`config.mk`:
```
export PLATFORM = sky130hd
export DESIGN_NAME = tone_synth_writer
export DESIGN_NICKNAME = d
export VERILOG_FILES = /design/src/rtl/tone_synth_writer.sv
export SDC_FILE = /design/constraint.sdc
export NUM_CORES = 1
export LEC_CHECK = 0
export CORE_UTILIZATION = 47
export DETAILED_ROUTE_END_ITERATION = 16
export PLACE_DENSITY_LB_ADDON = 0.1
export SYNTH_ARGS = -nofsm -noshare
export SYNTH_HDL_FRONTEND = slang
export SYNTH_HIERARCHICAL = 1
export SYNTH_SLANG_ARGS = --single-unit
export TNS_END_PERCENT = 50
```
`constraint.sdc`:
```
create_clock -name CLOCK_50 -period 8.7 [get_ports CLOCK_50]
set_input_delay 1.74 -clock CLOCK_50 [delete_from_list [all_inputs] [get_ports CLOCK_50]]
set_output_delay 1.74 -clock CLOCK_50 [all_outputs]
set_load 0.02 [all_outputs]
```
`src/rtl/tone_synth_writer.sv`:
```
// Multi-voice tone generator writing mixed samples to the audio_codec write port.
// Optional TONE_SYNTH_STEREO_PAN_EN: per-voice pan into separate left/right mixes.

module tone_synth_voice #(
  parameter int PHASE_W = 24,
  parameter int AMP_W   = 8
) (
  input  logic               CLOCK_50,
  input  logic               resetn,
  input  logic               step,
  input  logic               en,
  input  logic [PHASE_W-1:0] phase_inc,
  input  logic [1:0]         wave_sel,
  input  logic [AMP_W-1:0]   amplitude,
  output logic [15:0]        prod
);
  localparam int PROD_W = AMP_W + 9;

  logic [PHASE_W-1:0]       phase;
  logic [7:0]               t;
  logic signed [8:0]        tri9;
  logic signed [7:0]        s;
  logic signed [PROD_W-1:0] full;

  assign t    = phase[PHASE_W-1 -: 8];
  assign tri9 = t[7] ? 9'sd127 - $signed({1'b0, t[6:0], 1'b0})
                     : $signed({1'b0, t[6:0], 1'b0}) - 9'sd128;

  always_comb begin
    s = '0;
    case (wave_sel)
      2'b00:   s = t[7] ? 8'h80 : 8'h7F;
      2'b01:   s = {~t[7], t[6:0]};
      2'b10:   s = tri9[7:0];
      default: s = '0;
    endcase
    full = s * $signed({1'b0, amplitude});
    prod = en ? 16'(full >>> (AMP_W - 8)) : '0;
  end

  // A disabled voice parks at phase 0 so it restarts cleanly when re-enabled.
  always_ff @(posedge CLOCK_50 or negedge resetn) begin
    if (!resetn)   phase <= '0;
    else if (!en)  phase <= '0;
    else if (step) phase <= phase + phase_inc;
  end
endmodule

module tone_synth_writer #(
  parameter int NUM_VOICES = 4,
  parameter int DATA_W     = 24,
  parameter int PHASE_W    = 24,
  parameter int AMP_W      = 8
) (
  input  logic                          CLOCK_50,
  input  logic                          resetn,
  input  logic                          enable,
  input  logic [NUM_VOICES-1:0]         voice_en,
  input  logic [NUM_VOICES*PHASE_W-1:0] phase_inc,
  input  logic [NUM_VOICES*2-1:0]       wave_sel,
  input  logic [NUM_VOICES*AMP_W-1:0]   amplitude,
`ifdef TONE_SYNTH_STEREO_PAN_EN
  input  logic [NUM_VOICES-1:0]         pan,
`endif
  input  logic                          write_ready,
  output logic                          write,
  output logic [DATA_W-1:0]             writedata_left,
  output logic [DATA_W-1:0]             writedata_right,
  output logic                          busy,
  output logic [15:0]                   sample_count
);
  localparam int IDX_W = (NUM_VOICES > 1) ? $clog2(NUM_VOICES) : 1;
  localparam int ACC_W = 16 + $clog2(NUM_VOICES) + 1;
  localparam logic signed [ACC_W-1:0] MAXV = 32767;
  localparam logic signed [ACC_W-1:0] MINV = -32768;

  typedef enum logic [2:0] {S_IDLE, S_CALC, S_SAT, S_HOLD, S_WRITE} state_t;

  state_t                        state;
  logic [IDX_W-1:0]              idx;
  logic signed [ACC_W-1:0]       acc_l;
`ifdef TONE_SYNTH_STEREO_PAN_EN
  logic signed [ACC_W-1:0]       acc_r;
`endif
  logic [NUM_VOICES-1:0][15:0]   prods;
  logic [NUM_VOICES-1:0]         step;
  logic [15:0]                   sel;
  logic signed [ACC_W-1:0]       ext;

  for (genvar v = 0; v < NUM_VOICES; v++) begin : g_voice
    assign step[v] = (state == S_CALC) && (idx == IDX_W'(v));
    tone_synth_voice #(.PHASE_W(PHASE_W), .AMP_W(AMP_W)) u_voice (
      .CLOCK_50  (CLOCK_50),
      .resetn    (resetn),
      .step      (step[v]),
      .en        (voice_en[v]),
      .phase_inc (phase_inc[v*PHASE_W +: PHASE_W]),
      .wave_sel  (wave_sel[v*2 +: 2]),
      .amplitude (amplitude[v*AMP_W +: AMP_W]),
      .prod      (prods[v])
    );
  end

  assign sel = prods[idx];
  assign ext = {{(ACC_W-16){sel[15]}}, sel};

  // Clamp to 16 bits and left-justify into the codec word.
  function automatic logic [DATA_W-1:0] to_wd(input logic signed [ACC_W-1:0] a);
    logic [15:0] s16;
    if (a > MAXV)      s16 = 16'h7FFF;
    else if (a < MINV) s16 = 16'h8000;
    else               s16 = a[15:0];
    return DATA_W'(s16) << (DATA_W - 16);
  endfunction

  always_ff @(posedge CLOCK_50 or negedge resetn) begin
    if (!resetn) begin
      state           <= S_IDLE;
      idx             <= '0;
      acc_l           <= '0;
`ifdef TONE_SYNTH_STEREO_PAN_EN
      acc_r           <= '0;
`endif
      write           <= 1'b0;
      writedata_left  <= '0;
      writedata_right <= '0;
      busy            <= 1'b0;
      sample_count    <= '0;
    end else begin
      case (state)
        S_IDLE: if (enable) begin
          state <= S_CALC;
          idx   <= '0;
          acc_l <= '0;
`ifdef TONE_SYNTH_STEREO_PAN_EN
          acc_r <= '0;
`endif
          busy  <= 1'b1;
        end
        S_CALC: begin
`ifdef TONE_SYNTH_STEREO_PAN_EN
          if (pan[idx]) acc_r <= acc_r + ext;
          else          acc_l <= acc_l + ext;
`else
          acc_l <= acc_l + ext;
`endif
          if (idx == IDX_W'(NUM_VOICES - 1)) state <= S_SAT;
          else                               idx   <= idx + IDX_W'(1);
        end
        S_SAT: begin
          writedata_left  <= to_wd(acc_l);
`ifdef TONE_SYNTH_STEREO_PAN_EN
          writedata_right <= to_wd(acc_r);
`else
          writedata_right <= to_wd(acc_l);
`endif
          state <= S_HOLD;
        end
        S_HOLD: if (write_ready) begin
          state <= S_WRITE;
          write <= 1'b1;
        end
        S_WRITE: begin
          write        <= 1'b0;
          sample_count <= sample_count + 16'd1;
          if (enable) begin
            state <= S_CALC;
            idx   <= '0;
            acc_l <= '0;
`ifdef TONE_SYNTH_STEREO_PAN_EN
            acc_r <= '0;
`endif
          end else begin
            state <= S_IDLE;
            busy  <= 1'b0;
          end
        end
        default: state <= S_IDLE;
      endcase
    end
  end
endmodule

```
* Word-level counts from Yosys, hierarchy flattened
Cells that the tools add are included.
W data, S select, Z words.
** Word-level totals
- Register bits :: 154
- Input bits :: 144
- Output and inout port bits :: 66
- Logic and storage cells :: 124
** Operators by class
- $add $sub $neg :: 15
- Multiply operators :: 4
- Magnitude comparators :: 3
- Equality and inequality tests :: 25
- Mux-type cells :: 43
- Bitwise logic cells :: 4
- Reductions and logical operators :: 19
** Operators with widths (count)
- $mux W24 :: 8
- $mux W16 :: 7
- $add A24 B24 Y24 :: 4
- $pmux W8 S3 :: 4
- $mul A8 B9 Y16 :: 4
- $mux W8 :: 8
- $pmux W19 S2 :: 1
- $bmux W16 S2 :: 1
- $sub A7 B8 Y8 const A :: 4
- $sub A8 B8 Y8 const B :: 4
- $add A19 B16 Y19 :: 1
- $gt A19 B16 Y1 const B :: 1
- $lt A19 B16 Y1 const B :: 1
- $mux W19 :: 1
- $add A16 B1 Y16 const B :: 1
- $pmux W3 S5 :: 1
- $eq A2 B2 Y1 const B :: 6
- $ne A2 B1 Y1 const B :: 6
- $eq A2 B1 Y1 const B :: 5
- $logic_not A2 Y1 :: 5
- $mux W3 :: 3
- $reduce_and A3 Y1 :: 3
- $ne A2 B2 Y1 const B :: 4
- $eq A3 B2 Y1 const B :: 2
- other kinds (14) :: 28

* Depth between registers and ports, before layout
Gate-level depths: netlist (run 1).
- Word-level depth :: 9
- Depth in mapped cells :: 33
- Depth with buffers taken out :: 31

* Modules after synthesis
The synthesis (run 1) kept the hierarchy.
** By module, submodules not included
- tone_synth_voice (g_voice[1].u_voice) :: instances 1, cells each 530, area each 4598.2 µm², sequential area each 600.6 µm²
- tone_synth_voice (g_voice[0].u_voice) :: instances 1, cells each 530, area each 4551.9 µm², sequential area each 600.6 µm²
- tone_synth_voice (g_voice[2].u_voice) :: instances 1, cells each 534, area each 4545.6 µm², sequential area each 600.6 µm²
- tone_synth_voice (g_voice[3].u_voice) :: instances 1, cells each 509, area each 4439.3 µm², sequential area each 600.6 µm²
- tone_synth_writer :: instances 1, cells each 377, area each 3833.7 µm², sequential area each 1451.4 µm²

* Least setup slack after synthesis (run 1)
Ideal clock, no wire load.
- Path kind :: input -> register
- Start point :: input port wave_sel[5]
- End point :: register acc_l[18]
- Setup time :: 0.082 ns
- Arrival time :: 8.214 ns
- Data required time :: 8.618 ns
- Path slack :: 0.404 ns
- Cell stages on the path :: 29
- Path buffers :: 2
- Cells stage by stage :: buf_6 nor2b_1 clkbuf_1 a21oi_4 or2_2 fa_1 fa_1 inv_1 fa_1 inv_1 fa_1 inv_1 ha_1 a21oi_1 o21bai_1 a2111oi_0 nor3_1 a31oi_1 xnor2_1 and2_1 mux4_2 ha_1 and4_1 a21oi_1 a31oi_1 a211oi_1 xor2_1 a21oi_1 o22ai_1
** RTL lines
- start: declaration :: RTL line 60 : input logic [NUM_VOICES*2-1:0] wave_sel,
- end signal: assignment :: RTL line 145 : acc_l <= acc_l + ext;
- end: declaration :: RTL line 81 : logic signed [ACC_W-1:0] acc_l;

==> results.cfg, run 1 <==
[status]
outcome = finished clean

[die]
top_level_ports = 210
placementRows = 78
dieHeight_um = 218
start_util_pct = 48.0
die_x_um = 218
die_area_um2 = 47600
design.core.area_um2 = 45800

[cts]
ctsHtreeMaxLevel = 4
cts_buffers = 17
clock_sinks = 154
cts_tree = done
cts_max_path_buffers = 2
ctsHoldBuffers = 0
clk-insertion-delay-late_ns = 0.50
cts_root_buffer = clkbuf_16
clkTransAtPathRegs_ns = 0.07

[critical_path]
path_max_fanout = 8
endpoint_kind = register
timing.critical_path.arrival_ns = 8.79
cp_data_required_time_ns = 9.11
critPathMaxStageDelay_ns = 0.57
worstSetupStartpointType = primary input
critical-path-slowest-cell = mux4_2
critPathMostFrequentCell = fa_1
critPathKind = in -> reg

[routing]
initialDrtViolationCount = 1029
drt_pre_antenna_iters = 5
drcViolationCount = 0
detail_route.vias_per_cell = 5.35
wl_um = 55600
drtAntennaViolNets = 0
post_drt_wl_per_cell_um = 16.4
total_number_of_vias = 18100

[power]
leakagePower_nw = 13.1
power.density_nw_per_um2 = 365
report.power.total_mw = 9.56
power.ir.vdd_worst_v = 0.000301

[timing]
rsz0062_at_grt = true
worst-slew-pin-transition_ns = 1.08
worst_hold_slack_ns = 0.470
worst_slew_margin_pct = 28.1
timing_hold_violations_final = 0
final_max_slew_viol_count = 0
finalCritPeriodShare_pct = 96.4
fin_worst_skew_ns = 0.0169
fmax_achieved_mhz = 119
setup-violations-final = 0
period_minus_slack_ns = 8.39

[place]
number_of_port_buffers = 193
finalWeightedCongestion = 0.924
placed_area_um2 = 25500
dp.cells = 3358
post-dp-hpwl_um = 44800

[global_routing]
grt_antenna_before_repair = 0
global_route.overflow_total = 0
grt_max_degree = 88
grt_pass1_vias = 18200
first_pass_grt_wire_length_um = 92200
globalRouteTotalUtil_pct = 24.2

[layout]
drive_above_1_share_pct = 10.1
syn2layout_area_growth_pct = 19.2
final_net_count = 3350
antenna_cells = 0
final_cells = 3391
final_cell_area_um2 = 26200
postLayoutCoreUtil_pct = 57.2

[synthesis]
synth.ff_latch_count = 154
yosys_most_used_dff = dfrtp_1
post-synth-top-area-cell = dfrtp_1
synth-edff-count = 0
synthesis.instances = 2480
synthesis.yosys.warnings = 6
netlist_area_um2 = 22000
fraction_of_post_synthesis_cell_area_in_the_top_cell_type_by_area_pct = 17.5
synth.top_cells.by_count = 275 x ha_1, 252 x inv_1, 230 x nand2_1
synth-seq-area-share_pct = 17.5
async_flop_share_pct = 100
synth.area.top_cells = dfrtp_1 18%, ha_1 16%, fa_1 14%, and2_1 6.3%, xnor2_1 4.6%
post_synth_num_cell_types = 86
synth_most_common_cell = ha_1
mean_cell_area_of_the_mapped_netlist_um2 = 8.86

[min_path]
holdCritPathClass = reg -> reg

[flow_run]
cap_violations = 0
## through the flow
step / worst slack (ns) / setup TNS [ns]
4_1_cts: 0.00347 / 0
6_report: 0.313 / 0
5_1_grt: -0.0415 / -0.0550
3_3_place_gp: -0.297 / -1.16
3_5_place_dp: -0.514 / -1.90
2_1_floorplan: 0.404 / 0
## report_power, final
part / switching, mW / leakage, nW / total [mW] / internal, mW
Combinational: 3.89 / 10.8 / 7.62 / 3.73
Clock: 0.395 / 0.296 / 0.786 / 0.391
Sequential: 0.234 / 2.07 / 1.16 / 0.926
Total: 4.52 / 13.1 / 9.56 / 5.05
## placed cells by master, fill, tap and decap left out, drive strengths merged, types with 82 or more instances in the layout
cell type | Yosys | final
a21oi | 133 | 133
and2 | 222 | 222
buf | 48 | 174
clkdlybuf4s50 | 0 | 190
dfrtp | 154 | 154
fa | 153 | 153
ha | 275 | 275
inv | 255 | 264
nand2 | 230 | 230
nor2 | 82 | 82
nor2b | 106 | 106
o21ai | 106 | 106
xnor2 | 118 | 118
## final cells by class
cell class                      instances  area, um2
Inverter                              255        957
Timing Repair Buffer                  366       3270
Clock inverter                         15        185
Fill cell                            4183      19600
Clock buffer                           17        425
Sequential cell                       154       3850
Multi-Input combinational cell       1984      16700
Tap cell                              600        751
## critical path, delay by kind of cell
family,cells,cell delay (ns)
adder cells (fa/ha/maj),6,2.81
AND/OR/NAND/NOR,7,1.35
buffers and inverters,6,1.05
AO/OA/AOI/OAI,7,0.93
multiplexers,1,0.57
XOR/XNOR,2,0.33
## state kept, by name (all words and copies together), names as in the netlist
signal                 cells
state                      3
idx                        2
g_voice.u_voice/phase     96
busy                       1
acc_l                     19
write                      1
sample_count              16
writedata_right           16
## what timing repair did
| action | in CTS | in global routing |
|---|---|---|
| endpoints found under the hold margin | 0 | 0 |
| buffers inserted | 0 | 1 |
| setup endpoints to repair | 0 | 8 |
| resized for setup | 0 | 23 |
## path summary, 6_finish.rpt
path | from | to | slack, ns | depth (start not counted)
min in group asynchronous | resetn | g_voice[0].u_voice/phase[10]$_DFFE_PN0P_ | 1.31 | 1
worst min register to register | sample_count[15]$_DFFE_PN0P_ | sample_count[15]$_DFFE_PN0P_ | 0.47 | 1
worst min-delay path | sample_count[15]$_DFFE_PN0P_ | sample_count[15]$_DFFE_PN0P_ | 0.47 | 1
worst max register to register | g_voice[0].u_voice/phase[23]$_DFFE_PN0P_ | acc_l[18]$_DFFE_PN0P_ | 1.54 | 30
worst max-delay path | wave_sel[1] | acc_l[18]$_DFFE_PN0P_ | 0.31 | 29
max in group asynchronous | resetn | g_voice[1].u_voice/phase[23]$_DFFE_PN0P_ | 5.82 | 2
## per-layer routing
layer | vias to the layer above | GRT usage [%] | wire, um
met5 | - | 0 | 0
met4 | 0 | 6.71 | 1160
met3 | 65 | 3.63 | 1920
met2 | 297 | 40.0 | 26300
met1 | 8756 | 32.8 | 26200
li1 | 9015 | - | -
## logic make-up after synthesis
group           share of synthesized area, %
fa+ha+maj                               29.6
buf+inv                                 6.83
flops                                   17.5
mux                                     4.48
xor+xnor                                7.08
compound gates                          14.7
simple gates                            19.8
other cells                           0.0171
No activity file was read; power rests on OpenSTA's default activity.
==> inputs of run 2 (changes only) <==
ABC_AREA = 1   (was not set)
==> run 2 against run 1 <==
  * Synthesized cell count is 57% higher
  * Cell area is 6.7% higher
  * First-iteration DRC count is 38% higher
  * Highest routed layer is now met5
  * Clock power is 1% higher
  * Clock skew is 0.0014 ns lower
  * Critical endpoint is now acc_l[15]$_DFFE_PN0P_
==> results.cfg, run 2 <==
[status]
outcome = finished clean

[synthesis]
fraction_of_post_synthesis_cell_area_in_the_top_cell_type_by_area_pct = 19.4
synth-seq-area-share_pct = 15.4
netlist_area_um2 = 25000
yosys_most_used_dff = dfrtp_1
synthSimpleGateAreaFrac_pct = 32.1
async_flop_share_pct = 100
synth_top_family_by_area = simple AND/OR/NAND/NOR gates
synth-edff-count = 0
post_synth_num_cell_types = 54
synth.top_cells.by_count = 1290 x nand2_1, 799 x inv_1, 311 x nor2_1
yosys.area_share.xor_xnor_pct = 2.94
synth_adder_area_share_pct = 26.0
synthesis.yosys.warnings = 6
mean_cell_area_of_the_mapped_netlist_um2 = 6.43
synth_most_common_cell = nand2_1
synth-compound-area-share_pct = 8.84
synth.ff_latch_count = 154
synthesis.instances = 3887
post-synth-top-area-cell = nand2_1
synth.area.top_cells = nand2_1 19%, dfrtp_1 15%, ha_1 14%, fa_1 12%, inv_1 12%
muxShareOfSynthArea_pct = 0

[cts]
clock_sinks = 154
cts_buffers = 17
clk-insertion-delay-late_ns = 0.49
ctsHoldBuffers = 0
cts_resized = 0
cts_tree = done
cts_root_buffer = clkbuf_16
ctsHtreeMaxLevel = 4
post-cts-setup-buffer-count = 0
clkTransAtPathRegs_ns = 0.08
cts_max_path_buffers = 2

[timing]
worst_hold_slack_ns = 0.485
setup-violations-final = 0
postLayoutSetupSlackWorst_ns = 0.908
timing_hold_violations_final = 0
period_minus_slack_ns = 7.79
worst-slew-pin-transition_ns = 1.09
finalCritPeriodShare_pct = 89.6
worst_slew_margin_pct = 27.5
fmax_achieved_mhz = 128
fin_setup_tns_ns = 0
final_max_slew_viol_count = 0
fin_worst_skew_ns = 0.0155
rsz0062_at_grt = false

[layout]
final_cells = 4719
largest-register = g_voice.u_voice/phase
syn2layout_area_growth_pct = 11.7
final_net_count = 4589
multi_input_gate_area_in_the_final_layout_um2 = 17500
most-common-layout-cells = 1290 x nand2_1, 799 x inv_1, 309 x nor2_1, 275 x ha_1, 211 x nand3_1
reg.largest.list = g_voice.u_voice/phase: 96 flops, acc_l: 19 flops
num-fill-cells = 5418
largest_reg_flops = 96
drive_above_1_share_pct = 3.85
final_common_cell = nand2_1
area.sequential_um2 = 3850

[flow_run]
cap_violations = 0

[power]
power.ir.vdd_worst_v = 0.000203
power.density_nw_per_um2 = 275
leakagePower_nw = 16.5

[critical_path]
reg2reg_setup_slack_ns = 2.00
critical-path-slowest-cell = clkdlybuf4s50_1
timing.rr.start = g_voice[3].u_voice/phase[23]$_DFFE_PN0P_
critPathMostFrequentCell = inv_1
worstSetupStartpointType = primary input
cp_data_required_time_ns = 9.08
path_max_fanout = 8
critPathKind = in -> reg
endpoint_kind = register
worstSetupStartpoint = wave_sel[2]
critPathMaxStageDelay_ns = 0.56
timing.critical_path.arrival_ns = 8.17

[die]
design.core.area_um2 = 52600
die_area_um2 = 54100
top_level_ports = 210
start_util_pct = 47.6
placementRows = 84
dieHeight_um = 233
die_x_um = 233

[place]
dp.cells = 4686
number_of_port_buffers = 193
post-dp-hpwl_um = 53700
finalWeightedCongestion = 0.959
post-place-ws_ns = 0.451

[routing]
wl_um = 64900
total_number_of_vias = 23100
drcViolationCount = 0
drt_pre_antenna_iters = 6
detail_route.vias_per_cell = 4.90
drtAntennaViolNets = 0
post_drt_wl_per_cell_um = 13.7
initialDrtViolationCount = 1420

[global_routing]
grt_antenna_before_repair = 4
grt_pass1_vias = 21800
grt_max_degree = 58
global_route.overflow_total = 0
globalRouteTotalUtil_pct = 25.0
first_pass_grt_wire_length_um = 108000

[min_path]
holdCritPathClass = reg -> reg
hold_path.startpoint = g_voice[0].u_voice/phase[10]$_DFFE_PN0P_
-- run 2: cell count changes after synthesis, sizes merged, moves of 24 or more --
| cell | delta |
|---|---|
| o21ai | +43 |
| nand3 | +190 |
| nor2 | +242 |
| xnor2 | -69 |
| and2 | -216 |
| mux2i | -60 |
| buf | +41 |
| clkbuf | -38 |
| nand2 | +1069 |
| nor2b | -106 |
| inv | +557 |
| and3 | -24 |
| a21o | -74 |
-- run 2: critical path, delay by kind of cell --
family | cells | cell delay, ns
buf+inv | 7 | 1.00
compound gates | 8 | 1.71
xor+xnor | 1 | 0.18
simple gates | 7 | 0.70
fa+ha+maj | 6 | 2.84
-- run 2: path summary, 6_finish.rpt --
check	end	depth (start not counted)
max in group asynchronous	g_voice[1].u_voice/phase[4]$_DFFE_PN0P_	2
max reg2reg	acc_l[15]$_DFFE_PN0P_	30
max	acc_l[15]$_DFFE_PN0P_	29
min	g_voice[0].u_voice/phase[10]$_DFFE_PN0P_	2
min reg2reg	g_voice[0].u_voice/phase[10]$_DFFE_PN0P_	2
min in group asynchronous	writedata_right[20]$_DFFE_PN0P_	1
-- run 2: layout make-up --
| cell class | count | share of cell area [%] |
|---|---|---|
| clock inverters | 15 | 0.640 |
| well taps | 688 | 3.08 |
| clock buffers | 17 | 1.52 |
| inverters | 819 | 11.1 |
| repair buffers | 201 | 7.13 |
| multi-input cells | 2824 | 62.8 |
| diodes | 1 | 0.00895 |
| flip-flops and latches | 154 | 13.8 |
-- run 2: cells by family after synthesis --
kind of cell	Yosys count
flip-flops	154
XOR/XNOR	83
other	1
buffers and inverters	924
AO/OA/AOI/OAI	345
AND/OR/NAND/NOR	1952
adder cells (fa/ha/maj)	428
-- run 2: through the flow --
stage	util (%)	area, um2	total power, mW
after floorplan	-	25100	5.43
after global placement	52.0	27300	6.84
after detailed placement	52.0	27300	6.85
after CTS	53.2	27900	7.71
after global routing	53.2	27900	8.66
final	53.2	27900	7.68
-- run 2: layer usage --
layer / track usage, % / wire, um / vias to the layer above
met2: 41.2 / 30000 / 441
met4: 5.90 / 1060 / 6
met5: 0 / 38 / -
met1: 34.3 / 31000 / 10500
met3: 3.68 / 2800 / 64
li1: - / - / 12100
-- run 2: report_power, final --
part	internal (mW)	leakage, nW	switching (mW)
Clock	0.411	0.288	0.386
Combinational	2.10	14.2	3.68
Sequential	0.906	2.07	0.194
Total	3.42	16.5	4.26
==> inputs of run 3 (changes only) <==
CAP_MARGIN = 0   (was not set)
==> results of run 3 <==
Final layout, timing and power as in run 2 (identical DEF).
==> patch: new RTL, flow settings as in run 3 <==
`PHASE_W` is set to 24 in 2 places; all go to 28.
--- a/src/rtl/tone_synth_writer.sv
+++ b/src/rtl/tone_synth_writer.sv
@@ -4,3 +4,3 @@
 module tone_synth_voice #(
-  parameter int PHASE_W = 24,
+  parameter int PHASE_W = 28,
   parameter int AMP_W   = 8
@@ -51,3 +51,3 @@
   parameter int DATA_W     = 24,
-  parameter int PHASE_W    = 24,
+  parameter int PHASE_W    = 28,
   parameter int AMP_W      = 8
Interface: changed (resized phase_inc); port bits go from 210 to 226. No check against the original RTL was run, so the function may have changed too.
==> patch against run 3 <==
First-iteration DRC count is 14% higher. Die area is 6.1% higher. Clock power is 2% higher. Setup slack worse by 0.14 ns. Core utilization is 0.40 points higher. Power is 2.0% higher. Wire length is 8.3% higher. Sequential cell count is 16 higher. Synthesized area is 6.1% higher. Final area is 6.3% higher. Global-route usage is 0.22 points higher.
==> patch: results (changes against run 3) <==
| Metric | Value |
|---|---|
| Status | `completed` |
| Routed metal-1 wirelength | `35.4 mm (+14%)` |
| Met2 WL | `30.7 mm (+2.4%)` |
| Top cells by instance count after synthesis | `sky130_fd_sc_hd__nand2_1, sky130_fd_sc_hd__inv_1, sky130_fd_sc_hd__nor2_1` |
| Detailed-route wire length per cell | `13.8 um (+0.36%)` |
| M2 GR Usage | `39.7% (-1.6 points)` |
| Fraction of layout cells with a size suffix above 1 | `2.95% (-0.90 points)` |
| XOR/XNOR share of the synthesized area | `2.73% (-0.20 points)` |
| Number of antenna violations at the first check in global routing | `5 (+1)` |
| Min-Delay Endpoint | `g_voice[1].u_voice/phase[7]` |
| Overall fraction of global-route tracks in use | `25.2% (+0.22 points)` |
| Reg2Reg Launch Point | `g_voice[3].u_voice/phase[27]` |
| Hold wc startpoint | `g_voice[1].u_voice/phase[7]` |
| Max rail drop VDD | `0.000200 V (-1.7%)` |
| Static leakage | `17.6 nW (+6.4%)` |
| Period utilisation layout | `91.2% (+1.7 points)` |
| First-pass GRT wire length | `116 mm (+7.2%)` |
| Starting DRT DRC Count | `1,616 (+14%)` |
| Power of the clock network | `0.810 mW (+2%)` |
| CP endpoint | `acc_l[16]` |
| Global Route met3 Usage | `3.47% (-0.21 points)` |
| Highest cell delay on the worst timing path | `0.59 ns (+0.03 ns)` |
| Pin count of the biggest net entering global routing | `103 (+78%)` |
| Transition at the pin with the smallest max-transition slack | `1.11 ns (+0.0239 ns)` |
| Dpl cells | `5,065 (+8.1%)` |
| Fillcell total | `5,728 (+5.7%)` |
| Slowest cell on the critical path | `sky130_fd_sc_hd__o211ai_1` |
| Met1 Track Usage GR | `36.4% (+2.1 points)` |
| Compound-gate portion of the synthesized area | `9.19% (+0.35 points)` |
| Proportion of synthesized chip area in sequential cells | `16.0% (+0.62 points)` |
[patch: changes by cell type in the layout (fill, tap and decap cells not counted), sizes merged, moves of 7 or more]
cell / delta
nand2: +169
inv: +36
o21ai: +26
a21oi: +22
clkdlybuf4s50: +16
dfrtp: +16
ha: +16
xor2: -13
xnor2: +12
nor2: +8
o21bai: +8
a21o: +7
nor3: -7
or2: -7
[patch: area by class of cell]
| cell class | instances | area (um2) | share of cell area, % |
|---|---|---|---|
| multi-input cells | 3064 | 18500 | 62.3 |
| repair buffers | 219 | 2170 | 7.31 |
| clock buffers | 21 | 450 | 1.52 |
| clock inverters | 7 | 120 | 0.405 |
| inverters | 864 | 3250 | 11.0 |
| diodes | 1 | 2.50 | 0.00843 |
| well taps | 748 | 936 | 3.15 |
| flip-flops and latches | 170 | 4250 | 14.3 |
